`src/rtl/serial_adder_pkg.sv`:
```
// rtl/serial_adder_pkg.sv - shared state encoding, default width and counter sizing for serial_adder
package serial_adder_pkg;

  localparam logic [1:0] ST_IDLE = 2'd0;
  localparam logic [1:0] ST_RUN  = 2'd1;
  localparam logic [1:0] ST_DONE = 2'd2;

  localparam int DEFAULT_WIDTH = 8;

  typedef enum logic [1:0] {
    S_IDLE = ST_IDLE,
    S_RUN  = ST_RUN,
    S_DONE = ST_DONE
  } state_e;

  // Bits needed to count 0..value-1; never less than one.
  function automatic int clog2(input int value);
    int r;
    int v;
    r = 0;
    v = value - 1;
    while (v > 0) begin
      r = r + 1;
      v = v >> 1;
    end
    return (r < 1) ? 1 : r;
  endfunction

endpackage

```
`src/rtl/serial_adder_if.sv`:
```
// rtl/serial_adder_if.sv - start/busy/done request and result bundle for serial_adder
// ovf is present only when SERIAL_ADDER_OVF_EN is defined.
interface serial_adder_if #(parameter int WIDTH = 8);

  logic             start;
  logic [WIDTH-1:0] a;
  logic [WIDTH-1:0] b;
  logic             cin;
  logic             busy;
  logic             done;
  logic [WIDTH-1:0] sum;
  logic             cout;
`ifdef SERIAL_ADDER_OVF_EN
  logic             ovf;
`endif

  modport master (
    output start, a, b, cin,
`ifdef SERIAL_ADDER_OVF_EN
    input  ovf,
`endif
    input  busy, done, sum, cout
  );

  modport slave (
    input  start, a, b, cin,
`ifdef SERIAL_ADDER_OVF_EN
    output ovf,
`endif
    output busy, done, sum, cout
  );

endinterface

```
`src/rtl/halfadd.sv`:
```
// rtl/halfadd.sv - single-bit half adder cell
module halfadd (
  input  logic a_i,
  input  logic b_i,
  output logic s_o,
  output logic c_o
);

  assign s_o = a_i ^ b_i;
  assign c_o = a_i & b_i;

endmodule

```
`src/rtl/serial_fa.sv`:
```
// rtl/serial_fa.sv - combinational 1-bit full adder from two halfadd cells and an OR
module serial_fa (
  input  logic a_i,
  input  logic b_i,
  input  logic c_i,
  output logic s_o,
  output logic co_o
);

  logic s0;
  logic c0;
  logic c1;

  halfadd u_ha0 (.a_i(a_i), .b_i(b_i), .s_o(s0),  .c_o(c0));
  halfadd u_ha1 (.a_i(s0),  .b_i(c_i), .s_o(s_o), .c_o(c1));

  assign co_o = c0 | c1;

endmodule

```
`src/rtl/serial_adder.sv`:
```
// rtl/serial_adder.sv - bit-serial LSB-first WIDTH-bit adder with start/busy/done handshake
// Define SERIAL_ADDER_OVF_EN to add the registered two's-complement overflow output.
module serial_adder
  import serial_adder_pkg::*;
#(
  parameter int WIDTH = DEFAULT_WIDTH
) (
  input  logic          clk,
  input  logic          rst,
  serial_adder_if.slave bus
);

  localparam int CNT_W = clog2(WIDTH);
  localparam logic [CNT_W-1:0] CNT_LAST = CNT_W'(WIDTH - 1);

  state_e           state_q;
  logic [WIDTH-1:0] a_sh_q;
  logic [WIDTH-1:0] b_sh_q;
  logic [WIDTH-1:0] sum_sh_q;
  logic [WIDTH-1:0] sum_sh_d;
  logic             c_q;
  logic [CNT_W-1:0] cnt_q;
  logic             busy_q;
  logic             done_q;
  logic [WIDTH-1:0] sum_q;
  logic             cout_q;
  logic             fa_s;
  logic             fa_co;
`ifdef SERIAL_ADDER_OVF_EN
  logic             ovf_q;
`endif

  serial_fa u_fa (
    .a_i (a_sh_q[0]),
    .b_i (b_sh_q[0]),
    .c_i (c_q),
    .s_o (fa_s),
    .co_o(fa_co)
  );

  assign sum_sh_d = {fa_s, sum_sh_q[WIDTH-1:1]};

  always_ff @(posedge clk) begin
    if (rst) begin
      state_q  <= S_IDLE;
      a_sh_q   <= '0;
      b_sh_q   <= '0;
      sum_sh_q <= '0;
      c_q      <= 1'b0;
      cnt_q    <= '0;
      busy_q   <= 1'b0;
      done_q   <= 1'b0;
      sum_q    <= '0;
      cout_q   <= 1'b0;
`ifdef SERIAL_ADDER_OVF_EN
      ovf_q    <= 1'b0;
`endif
    end else begin
      case (state_q)
        S_IDLE: begin
          done_q <= 1'b0;
          if (bus.start) begin
            a_sh_q  <= bus.a;
            b_sh_q  <= bus.b;
            c_q     <= bus.cin;
            cnt_q   <= '0;
            busy_q  <= 1'b1;
            state_q <= S_RUN;
          end
        end
        S_RUN: begin
          a_sh_q   <= a_sh_q >> 1;
          b_sh_q   <= b_sh_q >> 1;
          sum_sh_q <= sum_sh_d;
          c_q      <= fa_co;
          cnt_q    <= cnt_q + CNT_W'(1);
          if (cnt_q == CNT_LAST) begin
            sum_q   <= sum_sh_d;
            cout_q  <= fa_co;
`ifdef SERIAL_ADDER_OVF_EN
            // c_q is the carry into the MSB on this last bit.
            ovf_q   <= c_q ^ fa_co;
`endif
            busy_q  <= 1'b0;
            done_q  <= 1'b1;
            state_q <= S_DONE;
          end
        end
        S_DONE: begin
          done_q  <= 1'b0;
          state_q <= S_IDLE;
        end
        default: begin
          busy_q  <= 1'b0;
          done_q  <= 1'b0;
          state_q <= S_IDLE;
        end
      endcase
    end
  end

  assign bus.busy = busy_q;
  assign bus.done = done_q;
  assign bus.sum  = sum_q;
  assign bus.cout = cout_q;
`ifdef SERIAL_ADDER_OVF_EN
  assign bus.ovf  = ovf_q;
`endif

endmodule

```
`src/flat_wrapper.sv`:
```
// flat-port wrapper written by rule: the top's interface ports become plain ports
module serial_adder_flat import serial_adder_pkg::*;
#(
  parameter int WIDTH = DEFAULT_WIDTH
)
  (clk, rst, bus_start, bus_a, bus_b, bus_cin, bus_busy, bus_done, bus_sum, bus_cout);
  serial_adder_if #(.WIDTH(WIDTH)) bus_i ();
  input  logic clk;
  input  logic rst;
  input wire logic [$bits(bus_i.start)-1:0] bus_start;
  input wire logic [$bits(bus_i.a)-1:0] bus_a;
  input wire logic [$bits(bus_i.b)-1:0] bus_b;
  input wire logic [$bits(bus_i.cin)-1:0] bus_cin;
  output wire logic [$bits(bus_i.busy)-1:0] bus_busy;
  output wire logic [$bits(bus_i.done)-1:0] bus_done;
  output wire logic [$bits(bus_i.sum)-1:0] bus_sum;
  output wire logic [$bits(bus_i.cout)-1:0] bus_cout;
  assign bus_i.start = bus_start;
  assign bus_i.a = bus_a;
  assign bus_i.b = bus_b;
  assign bus_i.cin = bus_cin;
  assign bus_busy = bus_i.busy;
  assign bus_done = bus_i.done;
  assign bus_sum = bus_i.sum;
  assign bus_cout = bus_i.cout;
  serial_adder #(.WIDTH(WIDTH)) u_core (.clk(clk), .rst(rst), .bus(bus_i));
endmodule
```
`config.mk`:
```
export PLATFORM = sky130hd
export DESIGN_NAME = serial_adder_flat
export DESIGN_NICKNAME = d
export VERILOG_FILES = /design/src/rtl/serial_adder_pkg.sv /design/src/rtl/serial_adder_if.sv /design/src/rtl/halfadd.sv /design/src/rtl/serial_fa.sv /design/src/rtl/serial_adder.sv /design/src/flat_wrapper.sv
export SDC_FILE = /design/constraint.sdc
export NUM_CORES = 1
export LEC_CHECK = 0
export CELL_PAD_IN_SITES_DETAIL_PLACEMENT = 1
export CELL_PAD_IN_SITES_GLOBAL_PLACEMENT = 1
export CORE_MARGIN = 2
export CORE_UTILIZATION = 34
export DETAILED_ROUTE_END_ITERATION = 16
export PLACE_DENSITY_LB_ADDON = 0.1
export SLEW_MARGIN = 20
export SYNTH_ARGS = -nofsm -noshare
export SYNTH_HDL_FRONTEND = slang
export SYNTH_SLANG_ARGS = --single-unit
```
`constraint.sdc`:
```
create_clock -name clk -period 1.3 [get_ports clk]
set_input_delay 0.195 -clock clk [delete_from_list [all_inputs] [get_ports clk]]
set_output_delay 0.195 -clock clk [all_outputs]
set_load 0.01 [all_outputs]
```
==> impl_results.md, run 1 <==
- Outcome: completed
- Iteration-0 DRC Markers: 59
- Setup TNS: 0 ns
- Layout net count: 233
- Clk sinks: 40
- Commonest non-fill, non-tap cell in the layout: dfxtp_1
- Pre-CTS setup slack: -0.1588 ns
- Post-Syn Nets: 198
- Drt via density: 5.155
- Die height: 73.06 µm
- Min-Delay Path Class: flop to flop
- Final Power: 2.636 mW
- Antenna Cells: 0
- Layout cell share with drive strength beyond 1: 0.1564
- Area delta synth->final: 36.34%
- Worst-case clock buffer depth: 2
- Critical Path End Type: flop
- Reg power frac: 0.505
- # setup viols final: 0
- Worst setup path start: u_core.cnt_q[1]
- PwrDens: 1193 mW/mm²
- Worst R2R Setup Slack: 0.03 ns
- Antenna-violating nets left: 0
- Starting Density: 0.3479
- Root buffer cell: clkbuf_8
- Global-route wire length before repair: 6265 µm
- Wire length per cell: 14.69 µm
- Die area: 0.005338 mm²
- Congestion Overflow GR: 0
- Critical path class: flop to flop
- Final Hold Viols: 0
- Required @ worst endpoint: 1.52 ns
- Fin util: 0.4744
- Largest net degree at the start of global routing: 41
- Internal power: 2.021 mW
- Synth cell types: 22
- Reg2reg start: u_core.cnt_q[1]
- Core Rows: 25
- Syn Inst Count: 175
- H-Tree Level Count: 2
- Worst-margin pin slew: 0.2990 ns
- Clock Latency Late Sink: 0.28 ns
- Clock Pin Slew Worst Setup and Hold Paths: 0.07 ns
- I/O pins: 31
- Switching power total: 615.1 µW
- Maximum vdd drop: 658.8 µV
- Post-detail-place hpwl: 2574 µm
- CTS tree: yes
- Reported leakage power: 0.8962 nW
- Worst Path Arrival: 1.48 ns
- DR vias: 1366
- Comb pwr share: 0.121
- Hold buffers post-CTS: 0
- Number of CTS-inserted buffers: 5
- Max Freq: 789.6 MHz
- Clock group share of total power: 0.374
- CORE AREA: 0.004661 mm²
- Reg2Reg Depth: 6
- Slowest cell on crit path: dfxtp_2
- Sequential share of the synthesized area: 0.4938
- Startpoint Class: flop
- Syn. warnings: 0
- Die W: 73.06 µm
- Tcrit/Tclk final: 0.9742
- Gr usage total: 0.1511
- Max-slew violation count: 0
- Final period demand of the worst path: 1.266 ns
- Worst Skew: 0.005312 ns
- Cells along the critical path: ha_4 > ha_4 > nand3b_1 > clkbuf_16 > nand2_1 > a21oi_2
- Critical R2R Capture: u_core.bus.sum[1]
- Cell with the most instances on the worst path: ha_4
- Vias in the first global route: 1348
- Seq cells post-synth: 40
- Syn_area_per_cell: 9.266 µm²
- DRT Pass-1 Iters: 4
- Final wirelength: 3894 µm
- Max-cap violations: 0
- GPL Wtd Cong: 0.7081
- Critical Path End: u_core.bus.sum[1]
- Delay of the slowest critical-path stage: 0.34 ns
- Post-route DRC: 0
- Most frequent cells in the layout: dfxtp_1 (36), nor2_1 (21), nand2_1 (20)
- CP max FO: 4
- I/O Buffers: 30
- Switching Share: 0.2333
- Worst Hold Slack: 0.4505 ns
- Antenna violations before repair: 0
- RSZ-0062 raised after global routing: yes
- Slew HR: 0.8002
- Fin worst setup slack: 0.03355 ns
- Synthesized cell area: 0.001622 mm²
-- stage by stage --
step / cell area (µm²) / cells
after floorplan: 1622 / 175
after global placement: 2019 / 254
after detailed placement: 2019 / 254
after CTS: 2116 / 262
after global routing: 2211 / 265
final: 2211 / 265
-- flip-flops by register name, indices dropped and copies added (netlist names) --
register	count
u_core.cnt_q	3
u_core.a_sh_q	8
u_core.bus.done	1
u_core.sum_sh_q	7
u_core.bus.busy	1
u_core.bus.sum	8
u_core.c_q	1
u_core.b_sh_q	8
u_core.bus.cout	1
u_core.state_q	2
-- area by class of cell --
type                       count  area [µm²]
fill                         532        2450
tap                           54       67.56
timing repair buffer          41       436.7
multi-input combinational    122       793.3
clock buffer                   6       72.57
sequential                    40       805.8
clock inverter                 2       35.03
-- logic make-up (layout without fill, tap and decap cells) --
logic type / count (synthesis) / after routing / synth area share
AND/OR/NAND/NOR: 64 / 64 / 0.1736
flip-flops: 40 / 40 / 0.4938
AO/OA/AOI/OAI: 39 / 39 / 0.1566
multiplexers: 16 / 16 / 0.09876
buffers and inverters: 13 / 49 / 0.04938
adder cells (fa/ha/maj): 3 / 3 / 0.02778
-- worst min path at each step --
stage / slack [ns] / start / depth (start not counted) / endpoint
floorplan: 0.34 / bus_a[7] / 2 / u_core.a_sh_q[7]
global placement: 0.44 / u_core.sum_sh_q[1] / 2 / u_core.sum_sh_q[1]
detailed placement: 0.45 / u_core.bus.sum[4] / 2 / u_core.bus.sum[4]
CTS: 0.46 / u_core.bus.sum[4] / 2 / u_core.bus.sum[4]
global route: 0.48 / u_core.bus.sum[0] / 2 / u_core.bus.sum[0]
finish: 0.45 / u_core.bus.sum[3] / 2 / u_core.bus.sum[3]
-- synth_stat cells --
library cell	count	area share
nand2b_1	6	0.023
buf_2	3	0.0093
dfxtp_1	40	0.49
a211oi_1	16	0.074
a21o_1	1	0.0046
ha_1	2	0.015
clkbuf_1	7	0.016
nor3b_1	2	0.0093
buf_4	1	0.0046
nand2_1	23	0.053
a22oi_1	4	0.019
nor2b_1	1	0.0039
nand3b_1	1	0.0046
nor3_1	1	0.0031
nor2_1	21	0.049
fa_1	1	0.012
mux2i_1	16	0.099
nand3_1	9	0.028
buf_6	1	0.0069
a21oi_1	17	0.052
o21bai_2	1	0.0069
buf_12	1	0.012
-- routing by layer --
layer / up-vias / wire length, µm / track usage
li1: 680 / - / -
met1: 659 / 1710 / 0.1799
met2: 25 / 2011 / 0.2713
met3: 2 / 147 / 0.03453
met4: 0 / 25 / 0.03909
met5: - / 0 / 0
-- critical path, delay by kind of cell (launching register included) --
family	cells	cell delay [ns]
buffers and inverters	1	0.19
DFF	1	0.34
adders and majority gates	2	0.31
AOI/OAI and AO/OA	1	0.10
and+or+nand+nor	2	0.27
-- timing repair --
item,in CTS,in global routing
resized for setup,12,15
pin swaps,0,10
endpoints found under the setup margin,16,15
setup buffers,0,2
cloned,0,1
-- power by group through the flow --
stage	Sequential, mW	Clock, mW	Combinational [mW]
floorplan	1.35	0	0.194
global placement	1.35	0	0.299
detailed placement	1.36	0	0.313
CTS	1.33	1.01	0.314
global route	1.34	1.05	0.354
finish	1.33	0.987	0.319
Note: power is estimated with default switching activity, not from simulation.
==> run 2, diff against run 1 <==
SYNTH_HIERARCHICAL = 1   (was default)
==> impl_results.md, run 2 <==
- Number of enable flip-flop cells after synthesis: 0 (unchanged)
- Syn. warnings: 6 (+6)
- Syn Inst Count: 177 (+1.1%)
- RSZ-0062 raised after global routing: no
- Final Hold Viols: 0 (unchanged)
- Outcome: completed
- # setup viols final: 0 (unchanged)
- Syn_area_per_cell: 9.140 µm² (-1.4%)
- Dpl cells: 258 (+1.6%)
- Global-route wire length before repair: 6396 µm (+2.1%)
- Max-cap violations: 0 (unchanged)
- Gr usage total: 0.1569 (+0.005846)
- GPL Wtd Cong: 0.7397 (+4.5%)
- Max Freq: 799.7 MHz (+1.3%)
- Largest net degree at the start of global routing: 41 (unchanged)
- Area delta synth->final: 33.64%
- Die area: 0.005326 mm² (-0.22%)
- Number of CTS-inserted buffers: 5 (unchanged)
- Required @ worst endpoint: 1.47 ns (-0.05 ns)
- Main synth FF type: dfxtp_1
- Hold Crit Start: u_core/bus.sum[5]
- Worst Skew: 0.004902 ns (-0.0004100 ns)
- Starting Density: 0.3471 (-0.0008052)
- CP max FO: 2 (-2)
- Global routing's busiest layer: met2
- Wire length per cell: 14.40 µm (-2.0%)
- DRT Pass-1 Iters: 4 (unchanged)
- Setup TNS: 0 ns (unchanged)
- Antenna violations before repair: 0 (unchanged)
- Post-detail-place hpwl: 2660 µm (+3.3%)
- Clock Pin Slew Worst Setup and Hold Paths: 0.07 ns (about the same)
- Commonest non-fill, non-tap cell in the layout: dfxtp_1
- Vias in the first global route: 1388 (+3.0%)
- Clock Latency Late Sink: 0.29 ns (about the same)
- Setup bufs post-CTS: 0 (unchanged)
- CORE AREA: 0.004661 mm² (unchanged)
- Startpoint Class: flop
- Core Rows: 25 (unchanged)
- Critical path class: flop to flop
- Die height: 72.98 µm (-0.11%)
- Reg2reg start: u_core/a_sh_q[0]
- Reported leakage power: 0.8739 nW (-2.5%)
- Min-Delay Path Class: flop to flop
- Antenna Cells: 0 (unchanged)
- Maximum vdd drop: 505.6 µV (-23%)
- Clk sinks: 40 (unchanged)
- Seq cells post-synth: 40 (unchanged)
- Final wirelength: 3831 µm (-1.6%)
- Critical Path End Type: flop
- Layout cell share with drive strength beyond 1: 0.1179 (-0.03847)
- Fin util: 0.4639 (-0.01047)
- I/O Buffers: 30 (unchanged)
- FILL cells: 550 (+3.4%)
- Die W: 72.98 µm (-0.11%)
- Tcrit/Tclk final: 0.9619 (-0.01228)
- GR Util met2: 0.2623 (-0.009009)
- Sequential share of the synthesized area: 0.4950 (+0.001146)
- Delay of the slowest critical-path stage: 0.34 ns (about the same)
- Iteration-0 DRC Markers: 53 (-10%)
- Worst Path Arrival: 1.42 ns (-0.06 ns)
- Slew HR: 0.8549 (+0.05469)
- Worst-case clock buffer depth: 2 (unchanged)
- Post-synth top cells: dfxtp_1 (40), nand2_1 (23), nor2_1 (23)
- Synth cell types: 23 (+4.5%)
- Slowest cell on crit path: dfxtp_2
- Async SR Flop Fraction: 0 (unchanged)
- Antenna-violating nets left: 0 (unchanged)
- DR vias: 1362 (-0.29%)
- Most frequent cells in the layout: dfxtp_1 (37), nand2_1 (23), nor2_1 (23)
- GR Layer Usage met1: 0.1871 (+0.007176)
- Post-Syn Nets: 201 (+1.5%)
- H-Tree Level Count: 2 (unchanged)
- Final period demand of the worst path: 1.250 ns (-0.01596 ns)
- Most common cell in the synthesized netlist: dfxtp_1
- Post-route DRC: 0 (unchanged)
- Layout net count: 235 (+0.86%)
- Max-slew violation count: 0 (unchanged)
- Worst setup path start: u_core/a_sh_q[0]
- Non-Filler Instances: 266 (+0.38%)
- Area leader, netlist: dfxtp_1
- PwrDens: 1137 mW/mm² (-4.7%)
- Synthesized cell area: 0.001618 mm² (-0.23%)
- Drt via density: 5.120 (-0.67%)
- Worst-margin pin slew: 0.2171 ns (-0.08185 ns)
- I/O pins: 31 (unchanged)
- CTS tree: yes
- Top cell type's share of synthesized area: 0.4950 (+0.001146)
- Cells along the critical path: ha_4 > ha_1 > or2_1 > nor2_1 > a211oi_1
- Congestion Overflow GR: 0 (unchanged)
- Root buffer cell: clkbuf_8
- Met3 GRT Util: 0.03591 (+0.001381)
- Dominant cells by area after synthesis: dfxtp_1 (49%), mux2i_1 (11%), a211oi_1 (7.0%)
## run 2: cell count changes after synthesis, moves of 2 or more
| cell | previous run | this run |
|---|---|---|
| nand2b_1 | 6 | 2 |
| buf_2 | 3 | 6 |
| clkbuf_1 | 7 | 5 |
| ha_1 | 2 | 4 |
| nor2_1 | 21 | 23 |
## run 2: kinds of logic after synthesis
| family | count (synthesis) | synth area share |
|---|---|---|
| simple gates | 63 | 0.1663 |
| flops | 40 | 0.4950 |
| compound gates | 38 | 0.1485 |
| mux | 17 | 0.1052 |
| buf+inv | 15 | 0.05414 |
| fa+ha+maj | 4 | 0.03094 |
## run 2: path summary, 6_finish.rpt
check,end,slack [ns],depth (start not counted)
max,u_core/c_q,0.05,5
min,u_core/bus.sum[5],0.45,2
max reg2reg,u_core/c_q,0.05,5
min reg2reg,u_core/bus.sum[5],0.45,2
## run 2: routing by layer
| metal | wire length [µm] | up-vias | share of wire |
|---|---|---|---|
| met1 | 1654 | 651 | 0.43 |
| met3 | 145 | 8 | 0.038 |
| met4 | 81 | 0 | 0.021 |
| met5 | 0 | - | 0 |
| met2 | 1949 | 22 | 0.51 |
| li1 | - | 681 | - |
## run 2: where the power goes
part	internal [mW]	total [mW]	switching [mW]
sequential	1.28	1.32	0.0340
combinational	0.168	0.312	0.144
clock	0.432	0.830	0.397
total	1.88	2.46	0.575
## run 2: cell type report
type                       count  area, µm²  area share
clock buffer                   8      90.09     0.04167
inverter                       1      3.754    0.001736
multi-input combinational    122      764.5      0.3536
sequential                    40      804.5      0.3721
tap                           54      67.56     0.03125
timing repair buffer          41      431.7      0.1997
## run 2: worst max-delay path, delay by kind of cell (launching register included)
family,cells,cell delay (ns)
simple gates,2,0.32
compound gates,1,0.06
fa+ha+maj,2,0.42
flops,1,0.34
## run 2: what timing repair did
| item | 4_1_cts | 5_1_grt |
|---|---|---|
| hold buffers | 0 | 0 |
| endpoints found under the setup margin | 17 | 20 |
| gates cloned | 0 | 0 |
| pin swaps | 2 | 0 |
| gates resized for setup | 15 | 5 |
## run 2: through the flow
step	instance area, µm²	worst slack (ns)	hold WS (ns)	power (mW)
2_1_floorplan	1618	0.04476	0.3433	1.511
3_3_place_gp	2047	-0.07530	0.4488	1.636
3_5_place_dp	2047	-0.1294	0.4517	1.653
4_1_cts	2143	0.002846	0.4608	2.508
5_1_grt	2162	0.002078	0.4925	2.594
6_report	2162	0.04951	0.4549	2.458
